<file path="config.mk">
export PLATFORM = sky130hd
export DESIGN_NAME = bram_stream_reader
export DESIGN_NICKNAME = d
export VERILOG_FILES = /design/src/rtl/bram_stream_reader_pkg.sv /design/src/rtl/stream_out_fifo.sv /design/src/rtl/bram_stream_reader.sv
export SDC_FILE = /design/constraint.sdc
export NUM_CORES = 1
export LEC_CHECK = 0
export CAP_MARGIN = 20
export CELL_PAD_IN_SITES_DETAIL_PLACEMENT = 1
export CELL_PAD_IN_SITES_GLOBAL_PLACEMENT = 2
export CORE_MARGIN = 8
export CORE_UTILIZATION = 35
export DETAILED_ROUTE_END_ITERATION = 16
export PLACE_DENSITY = 0.92
export REMOVE_ABC_BUFFERS = 1
export SLEW_MARGIN = 20
export SYNTH_ARGS = -nofsm -noshare
export SYNTH_HDL_FRONTEND = slang
export SYNTH_SLANG_ARGS = --single-unit
export TNS_END_PERCENT = 100
</file>
<file path="constraint.sdc">
create_clock -name clk -period 8.1 [get_ports clk]
set_input_delay 0.81 -clock clk [delete_from_list [all_inputs] [get_ports clk]]
set_output_delay 0.81 -clock clk [all_outputs]
set_load 0.005 [all_outputs]
</file>
<file path="src/rtl/bram_stream_reader_pkg.sv">
// Shared definitions for the BRAM ring stream reader.
//   PACKET_WORDS   : words per packet emitted on the stream
//   OUT_FIFO_DEPTH : entries in the output skid FIFO
//   reader_state_e : reader FSM encoding (also exported on the state port)
package bram_stream_reader_pkg;

  localparam int unsigned PACKET_WORDS   = 144;
  localparam int unsigned OUT_FIFO_DEPTH = 4;
  localparam int unsigned OUT_FIFO_CNT_W = $clog2(OUT_FIFO_DEPTH + 1);

  typedef enum logic [1:0] {
    ST_IDLE   = 2'd0,
    ST_WAIT   = 2'd1,
    ST_STREAM = 2'd2,
    ST_DRAIN  = 2'd3
  } reader_state_e;

endpackage

</file>
<file path="src/rtl/stream_out_fifo.sv">
// Small synchronous FIFO that buffers BRAM read data (plus tlast tag) in
// front of the AXI-Stream master.
//   clk, rstn : clock, asynchronous active-low reset
//   wr_en     : push wr_data (ignored when full)
//   wr_data   : {last, data}
//   rd_en     : pop head entry (ignored when empty)
//   rd_data   : head entry, stable until popped
//   empty     : no entries held
//   count     : number of entries held
module stream_out_fifo
  import bram_stream_reader_pkg::*;
#(
  parameter int unsigned WIDTH = 33
) (
  input  logic                      clk,
  input  logic                      rstn,
  input  logic                      wr_en,
  input  logic [WIDTH-1:0]          wr_data,
  input  logic                      rd_en,
  output logic [WIDTH-1:0]          rd_data,
  output logic                      empty,
  output logic [OUT_FIFO_CNT_W-1:0] count
);

  localparam int unsigned PTR_W = $clog2(OUT_FIFO_DEPTH);
  localparam logic [OUT_FIFO_CNT_W-1:0] FULL_CNT = OUT_FIFO_CNT_W'(OUT_FIFO_DEPTH);

  logic [WIDTH-1:0]          mem [OUT_FIFO_DEPTH];
  logic [PTR_W-1:0]          wr_ptr;
  logic [PTR_W-1:0]          rd_ptr;
  logic [OUT_FIFO_CNT_W-1:0] cnt;
  logic                      full;
  logic                      do_wr;
  logic                      do_rd;

  assign empty   = (cnt == '0);
  assign full    = (cnt == FULL_CNT);
  assign count   = cnt;
  assign do_wr   = wr_en && !full;
  assign do_rd   = rd_en && !empty;
  assign rd_data = mem[rd_ptr];

  // Storage is reset so the stream data output reads zero out of reset.
  always_ff @(posedge clk or negedge rstn) begin
    if (!rstn) begin
      for (int unsigned i = 0; i < OUT_FIFO_DEPTH; i++) begin
        mem[i] <= '0;
      end
      wr_ptr <= '0;
      rd_ptr <= '0;
      cnt    <= '0;
    end else begin
      if (do_wr) begin
        mem[wr_ptr] <= wr_data;
        wr_ptr      <= wr_ptr + 1'b1;
      end
      if (do_rd) begin
        rd_ptr <= rd_ptr + 1'b1;
      end
      case ({do_wr, do_rd})
        2'b10:   cnt <= cnt + 1'b1;
        2'b01:   cnt <= cnt - 1'b1;
        default: cnt <= cnt;
      endcase
    end
  end

endmodule

</file>
<file path="src/rtl/bram_stream_reader.sv">
// Reads fixed-size packets out of a BRAM ring (port B) that another agent
// fills through port A, and emits them on an AXI-Stream master.
//   clk, rstn        : clock, asynchronous active-low reset
//   enable           : stream enable; a started packet always completes
//   clear            : clears overflow / overflow_count
//   wr_strobe        : one pulse per word committed by the writer
//   write_ptr        : writer's next word address
//   bram_*           : BRAM port B (read-only use)
//   m_axis_*         : AXI-Stream master
//   read_ptr         : next word address to read
//   occupancy        : words written but not yet read
//   overflow(_count) : sticky writer-overrun flag and saturating count
//   state            : reader FSM state
module bram_stream_reader
  import bram_stream_reader_pkg::*;
#(
  parameter int unsigned BRAM_ADDR_WIDTH   = 16,
  parameter int unsigned BRAM_DATA_WIDTH   = 32,
  parameter int unsigned BRAM_DEPTH_WORDS  = 16384,
  parameter int unsigned PACKET_WORDS      = bram_stream_reader_pkg::PACKET_WORDS,
  parameter int unsigned BRAM_READ_LATENCY = 1
) (
  input  logic                       clk,
  input  logic                       rstn,
  input  logic                       enable,
  input  logic                       clear,
  input  logic                       wr_strobe,
  input  logic [13:0]                write_ptr,
  output logic                       bram_clk,
  output logic                       bram_rst,
  output logic [BRAM_ADDR_WIDTH-1:0] bram_addr,
  output logic [BRAM_DATA_WIDTH-1:0] bram_din,
  input  logic [BRAM_DATA_WIDTH-1:0] bram_dout,
  output logic                       bram_en,
  output logic [3:0]                 bram_we,
  output logic [31:0]                m_axis_tdata,
  output logic                       m_axis_tvalid,
  input  logic                       m_axis_tready,
  output logic                       m_axis_tlast,
  output logic [13:0]                read_ptr,
  output logic [14:0]                occupancy,
  output logic                       overflow,
  output logic [15:0]                overflow_count,
  output logic [1:0]                 state
);

  localparam int unsigned PTR_W = 14;
  localparam int unsigned OCC_W = 15;
  localparam int unsigned IDX_W = $clog2(PACKET_WORDS);
  localparam int unsigned LAT   = BRAM_READ_LATENCY;

  localparam logic [PTR_W-1:0] PTR_LAST   = PTR_W'(BRAM_DEPTH_WORDS - 1);
  localparam logic [OCC_W-1:0] OCC_FULL   = OCC_W'(BRAM_DEPTH_WORDS);
  localparam logic [OCC_W-1:0] OCC_PACKET = OCC_W'(PACKET_WORDS);
  localparam logic [IDX_W-1:0] IDX_LAST   = IDX_W'(PACKET_WORDS - 1);
  localparam logic [OUT_FIFO_CNT_W:0] OUTSTANDING_MAX = (OUT_FIFO_CNT_W + 1)'(OUT_FIFO_DEPTH);

  reader_state_e st, st_nxt;

  logic [IDX_W-1:0]          word_idx;
  logic [OUT_FIFO_CNT_W-1:0] inflight;
  logic [OUT_FIFO_CNT_W-1:0] fifo_count;
  logic [OUT_FIFO_CNT_W:0]   outstanding;
  logic [LAT-1:0]            rd_vld_pipe;
  logic [LAT-1:0]            rd_last_pipe;
  logic                      issue;
  logic                      last_issue;
  logic                      land;
  logic                      load;
  logic                      ovf_evt;
  logic                      fifo_empty;
  logic [32:0]               fifo_rd_data;

  // ---------------------------------------------------------------------
  // BRAM port B: read-only, word address on a byte-addressed bus
  // ---------------------------------------------------------------------
  assign bram_clk  = clk;
  assign bram_rst  = ~rstn;
  assign bram_we   = '0;
  assign bram_din  = '0;
  assign bram_addr = BRAM_ADDR_WIDTH'({read_ptr, 2'b00});
  assign bram_en   = issue;

  // Reads are only issued while every outstanding word (in the BRAM
  // pipeline or already buffered) is guaranteed a FIFO slot, so the FIFO
  // can never overflow regardless of tready.
  assign outstanding = {1'b0, inflight} + {1'b0, fifo_count};
  assign issue       = (st == ST_STREAM) && (outstanding < OUTSTANDING_MAX);
  assign last_issue  = issue && (word_idx == IDX_LAST);
  assign land        = rd_vld_pipe[LAT-1];
  assign load        = (st == ST_IDLE) && enable;
  assign ovf_evt     = wr_strobe && !issue && !load && (occupancy == OCC_FULL);

  assign state = st;

  // ---------------------------------------------------------------------
  // FSM
  // ---------------------------------------------------------------------
  always_ff @(posedge clk or negedge rstn) begin
    if (!rstn) begin
      st <= ST_IDLE;
    end else begin
      st <= st_nxt;
    end
  end

  always_comb begin
    st_nxt = st;
    case (st)
      ST_IDLE: begin
        if (enable) st_nxt = ST_WAIT;
      end
      ST_WAIT: begin
        if (!enable)                      st_nxt = ST_IDLE;
        else if (occupancy >= OCC_PACKET) st_nxt = ST_STREAM;
      end
      ST_STREAM: begin
        // enable is only consulted at the packet boundary
        if (last_issue) st_nxt = enable ? ST_WAIT : ST_DRAIN;
      end
      ST_DRAIN: begin
        if (fifo_empty && (inflight == '0)) st_nxt = ST_IDLE;
      end
      default: st_nxt = ST_IDLE;
    endcase
  end

  // ---------------------------------------------------------------------
  // Pointers, occupancy and overflow status
  // ---------------------------------------------------------------------
  always_ff @(posedge clk or negedge rstn) begin
    if (!rstn) begin
      read_ptr       <= '0;
      word_idx       <= '0;
      occupancy      <= '0;
      overflow       <= 1'b0;
      overflow_count <= '0;
    end else begin
      if (load) begin
        read_ptr <= write_ptr;
      end else if (issue) begin
        read_ptr <= (read_ptr == PTR_LAST) ? '0 : read_ptr + 1'b1;
      end

      if (issue) begin
        word_idx <= (word_idx == IDX_LAST) ? '0 : word_idx + 1'b1;
      end

      if (load) begin
        occupancy <= '0;
      end else begin
        case ({wr_strobe, issue})
          2'b10:   if (occupancy != OCC_FULL) occupancy <= occupancy + 1'b1;
          2'b01:   occupancy <= occupancy - 1'b1;
          default: occupancy <= occupancy;
        endcase
      end

      if (clear) begin
        overflow       <= 1'b0;
        overflow_count <= '0;
      end else if (ovf_evt) begin
        overflow <= 1'b1;
        if (overflow_count != '1) overflow_count <= overflow_count + 1'b1;
      end
    end
  end

  // ---------------------------------------------------------------------
  // Read-latency tracking: a valid/last pair shifts alongside each read so
  // that bram_dout is captured exactly LAT cycles after its bram_en.
  // ---------------------------------------------------------------------
  always_ff @(posedge clk or negedge rstn) begin
    if (!rstn) begin
      rd_vld_pipe  <= '0;
      rd_last_pipe <= '0;
      inflight     <= '0;
    end else begin
      rd_vld_pipe[0]  <= issue;
      rd_last_pipe[0] <= last_issue;
      for (int unsigned i = 1; i < LAT; i++) begin
        rd_vld_pipe[i]  <= rd_vld_pipe[i-1];
        rd_last_pipe[i] <= rd_last_pipe[i-1];
      end
      case ({issue, land})
        2'b10:   inflight <= inflight + 1'b1;
        2'b01:   inflight <= inflight - 1'b1;
        default: inflight <= inflight;
      endcase
    end
  end

  // ---------------------------------------------------------------------
  // Output FIFO and AXI-Stream master
  // ---------------------------------------------------------------------
  stream_out_fifo #(
    .WIDTH (33)
  ) u_out_fifo (
    .clk     (clk),
    .rstn    (rstn),
    .wr_en   (land),
    .wr_data ({rd_last_pipe[LAT-1], bram_dout[31:0]}),
    .rd_en   (m_axis_tready),
    .rd_data (fifo_rd_data),
    .empty   (fifo_empty),
    .count   (fifo_count)
  );

  assign m_axis_tvalid = !fifo_empty;
  assign m_axis_tdata  = fifo_rd_data[31:0];
  assign m_axis_tlast  = fifo_rd_data[32];

endmodule

</file>
==> summary by stage <==
Outcome
The run finished with clean final reports.

Setup path
At the worst endpoint, the required time is 7.29 ns. For the worst setup path, the data arrival time is 4.73 ns. The critical path goes through clkbuf_16, clkbuf_16, clkdlybuf4s50_1. The maximum single-stage delay on the critical path is 0.43 ns. The maximum fanout encountered on the critical timing path is 2. The worst setup path is launched from a clock port.

Across all register-to-register paths, the minimum setup slack is 4.39 ns. The master of the slowest instance on the critical path is sky130_fd_sc_hd__clkdlybuf4s50_1. The critical path class is clk -> out. The launch point of the worst reg-to-reg path is u_out_fifo.count[2]. The number of buffer and inverter stages on the critical path is 3. The worst setup path is captured at a primary output. The most used cell along the critical path is sky130_fd_sc_hd__clkbuf_16. In this design, the largest share of critical-path delay is due to buffers and inverters. The critical path starts at clk.

Clocking
Clock-pin slew was measured on the worst setup and hold paths at 0.09 ns. TritonCTS built the clock tree. The number of gates given a new drive strength after cts is 0.

The setup fix buffers added after clock tree synthesis is 0. The count of hold-fix buffers inserted at cts is 0. The clock latency on the worst-skew pair is 0.55 ns.

Die
During I/O placement, the number of pins put on the boundary was 189. The die width is 187 um. The initial utilization of the core area, before any placement, comes to 35.7%. The floorplan step set the die height to 187 um.

The site row count is 62. The core region is 28800 um2. The die covers 35100 um2.

Timing
The worst path meets setup with 2.56 ns of slack. The sum of negative setup slack is 0 ns. At the pin with the least slew margin, the transition time is 0.905 ns. Setup violations remaining at the end of the flow were counted as 0. The max-slew violation total from the final report is 0. The worst slew margin relative to its limit is 39.7%. Between clock sinks in the finished design, the worst skew comes to 0.0182 ns. The number of endpoints with negative hold slack in the final report was 0. Setup repair after global routing left no endpoint under its margin.

Detailed routing
After detailed routing, the average wire length per cell comes to 19.3 um. The final route contains 6901 vias. After detailed routing, the number of remaining DRC violations is 0. The routed via count divided by cell count is 5.12. After the first detailed-routing iteration, the DRC count stood at 341.

The count of nets left with antenna violations once routing finished came out at 0. The total detailed-routing wirelength is 26.1 mm. The first detailed-routing pass ran for 7 iterations.

Hold path
The kind of path behind the tightest hold check is in -> async.

Global route
The initial antenna violation count came to 0. The maximum number of pins on one net before global-route repair is 72. The total congestion overflow is 0. The via count of the first global-routing pass came to 7651.

The global-route usage over all layers is 15.1%. The first-pass GRT wire length is 43.1 mm.

Synth
In this run the cell area of the synthesized design comes to 10300 um2. In the synthesized netlist the dominant register cell turns out to be sky130_fd_sc_hd__dfrtp_1. The fraction of the yosys area taken by sequential cells is 48.8%. The cell count after synthesis is 820.

The warning count from the yosys run is 0. In this run, synthesis inferred 0 flip-flops with an integrated enable. The number of different library cells in the post-synthesis netlist is 65. The average cell area after synthesis is 12.5 um2.

Synthesis inferred 200 register bits. The share of async-settable or async-resettable flops after synthesis is 100%.

Place
The minimum setup slack after placement is 2.83 ns. The post-detailed-placement half-perimeter wirelength is 17.9 mm. The total placed cells including tap cells is 1314.

During placement, the flow inserted port buffers numbering 150. Routability-driven placement finished with a final weighted congestion of 0.791.

Final layout
From synthesis to final layout, the design area changed by 23.2%. The post-route netlist has 24.6% of its cells at a drive strength greater than 1. The number of filler cells placed in the layout is 2995.

The net count of the finished layout is 1031. After the flow finishes, the layout carries non-filler instances totaling 1349. The final antenna diode count is 0.

Job
The number of max-cap violations is 0.

Power
The worst-case IR drop observed on VDD is 0.000175 V. Summed over all cells, the static leakage comes to 0.00520 uW. Overall power consumption after layout is estimated at 4990 uW. The power density over the cells is 395 nW/um2.
-- synthesized netlist by cell type, drive strengths merged, types with 11 or more instances --
library cell | number | area, um2
buf | 77 | 507
clkbuf | 12 | 45.0
nand2 | 49 | 184
nor4 | 11 | 163
inv | 21 | 78.8
nand3 | 20 | 100
o21ai | 31 | 155
dfrtp | 200 | 5000
mux4 | 33 | 743
xnor2 | 24 | 210
nor2 | 40 | 153
mux2 | 133 | 1500
ha | 24 | 300
xor2 | 15 | 131
nor3 | 17 | 90.1
a21oi | 17 | 85.1
-- kinds of logic after synthesis --
kind of cell,Yosys count,share of synthesized area (%)
other cells,1,0.0365
flops,200,48.8
mux,167,21.9
compound gates,102,6.78
simple gates,173,9.47
xor+xnor,39,3.33
fa+ha+maj,27,3.51
buf+inv,111,6.18
-- power by group --
part | switching [uW] | internal [uW]
clock | 464 | 504
sequential | 336 | 1440
combinational | 950 | 1300
total | 1750 | 3240
-- worst reg2reg max path: stages (launching register included) --
cell and delay [ns]:
sky130_fd_sc_hd__dfrtp_1 0.44, sky130_fd_sc_hd__ha_1 0.22, sky130_fd_sc_hd__nor4_2 0.33, sky130_fd_sc_hd__nand3_1 0.13, sky130_fd_sc_hd__buf_4 0.24, sky130_fd_sc_hd__nor2_2 0.59, sky130_fd_sc_hd__inv_1 0.17, sky130_fd_sc_hd__fa_1 0.45
sky130_fd_sc_hd__nand2b_1 0.19, sky130_fd_sc_hd__a21oi_1 0.18, sky130_fd_sc_hd__nor2_1 0.14, sky130_fd_sc_hd__o21ai_0 0.23, sky130_fd_sc_hd__xor2_1 0.10, sky130_fd_sc_hd__a22o_1 0.21
-- cell type report --
cell class	instances	area, um2	share of cell area, %
Sequential cell	200	5010	39.6
Multi-Input combinational cell	546	4780	37.8
Timing Repair Buffer	161	1590	12.5
Clock buffer	22	524	4.14
Tap cell	384	480	3.80
Clock inverter	14	190	1.50
Inverter	22	82.6	0.653
-- worst paths after layout --
kind                            cells after the start                   end
worst max-delay path                                3              bram_clk
worst min-delay path                                1    u_out_fifo.mem[87]
worst max register to register                     13         occupancy[10]
worst min register to register                      1   u_out_fifo.mem[131]
max in group asynchronous                           2  u_out_fifo.rd_ptr[0]
min in group clk                                    1   u_out_fifo.mem[131]
-- sequential cells by signal (all words and copies together), names as in the netlist, 2 cells and up --
register           flops
inflight               3
u_out_fifo.rd_ptr      2
u_out_fifo.wr_ptr      2
read_ptr              14
overflow_count        16
u_out_fifo.mem       132
occupancy             15
u_out_fifo.count       3
word_idx               8
state                  2
-- metrics by stage --
stage / util [%] / hold slack [ns] / area [um2]
after CTS: 43.9 / 0.238 / 12600
after global placement: 41.5 / 0.481 / 11900
final: 43.9 / 0.243 / 12600
after detailed placement: 41.5 / 0.488 / 11900
after floorplan: - / 0.458 / 9850
after global routing: 43.9 / 0.251 / 12600
-- placed cells by master (no fill, tap or decap), types with 6 or more instances in the layout --
cell / n
sky130_fd_sc_hd__nand2_1: 49
sky130_fd_sc_hd__buf_4: 12
sky130_fd_sc_hd__nor3_1: 14
sky130_fd_sc_hd__a221o_1: 8
sky130_fd_sc_hd__nand3_1: 20
sky130_fd_sc_hd__a31oi_1: 6
sky130_fd_sc_hd__a21oi_1: 17
sky130_fd_sc_hd__mux2_2: 132
sky130_fd_sc_hd__conb_1: 38
sky130_fd_sc_hd__mux4_2: 33
sky130_fd_sc_hd__xnor2_1: 24
sky130_fd_sc_hd__clkbuf_16: 20
sky130_fd_sc_hd__nand4_1: 7
sky130_fd_sc_hd__nor2_1: 39
sky130_fd_sc_hd__ha_1: 24
sky130_fd_sc_hd__dfrtp_1: 199
sky130_fd_sc_hd__clkinv_8: 7
sky130_fd_sc_hd__o31ai_1: 7
sky130_fd_sc_hd__o21ai_0: 30
sky130_fd_sc_hd__clkdlybuf4s50_1: 149
sky130_fd_sc_hd__inv_1: 21
sky130_fd_sc_hd__xor2_1: 15
-- routing by layer --
metal | global-route usage, % | up-vias | routed length (um)
li1 | - | 3144 | -
met1 | 19.5 | 3572 | 11900
met2 | 24.6 | 159 | 12500
met3 | 4.12 | 26 | 1390
met4 | 4.09 | 0 | 312
met5 | 0 | - | 0
Power figures use the tool's default switching activity.
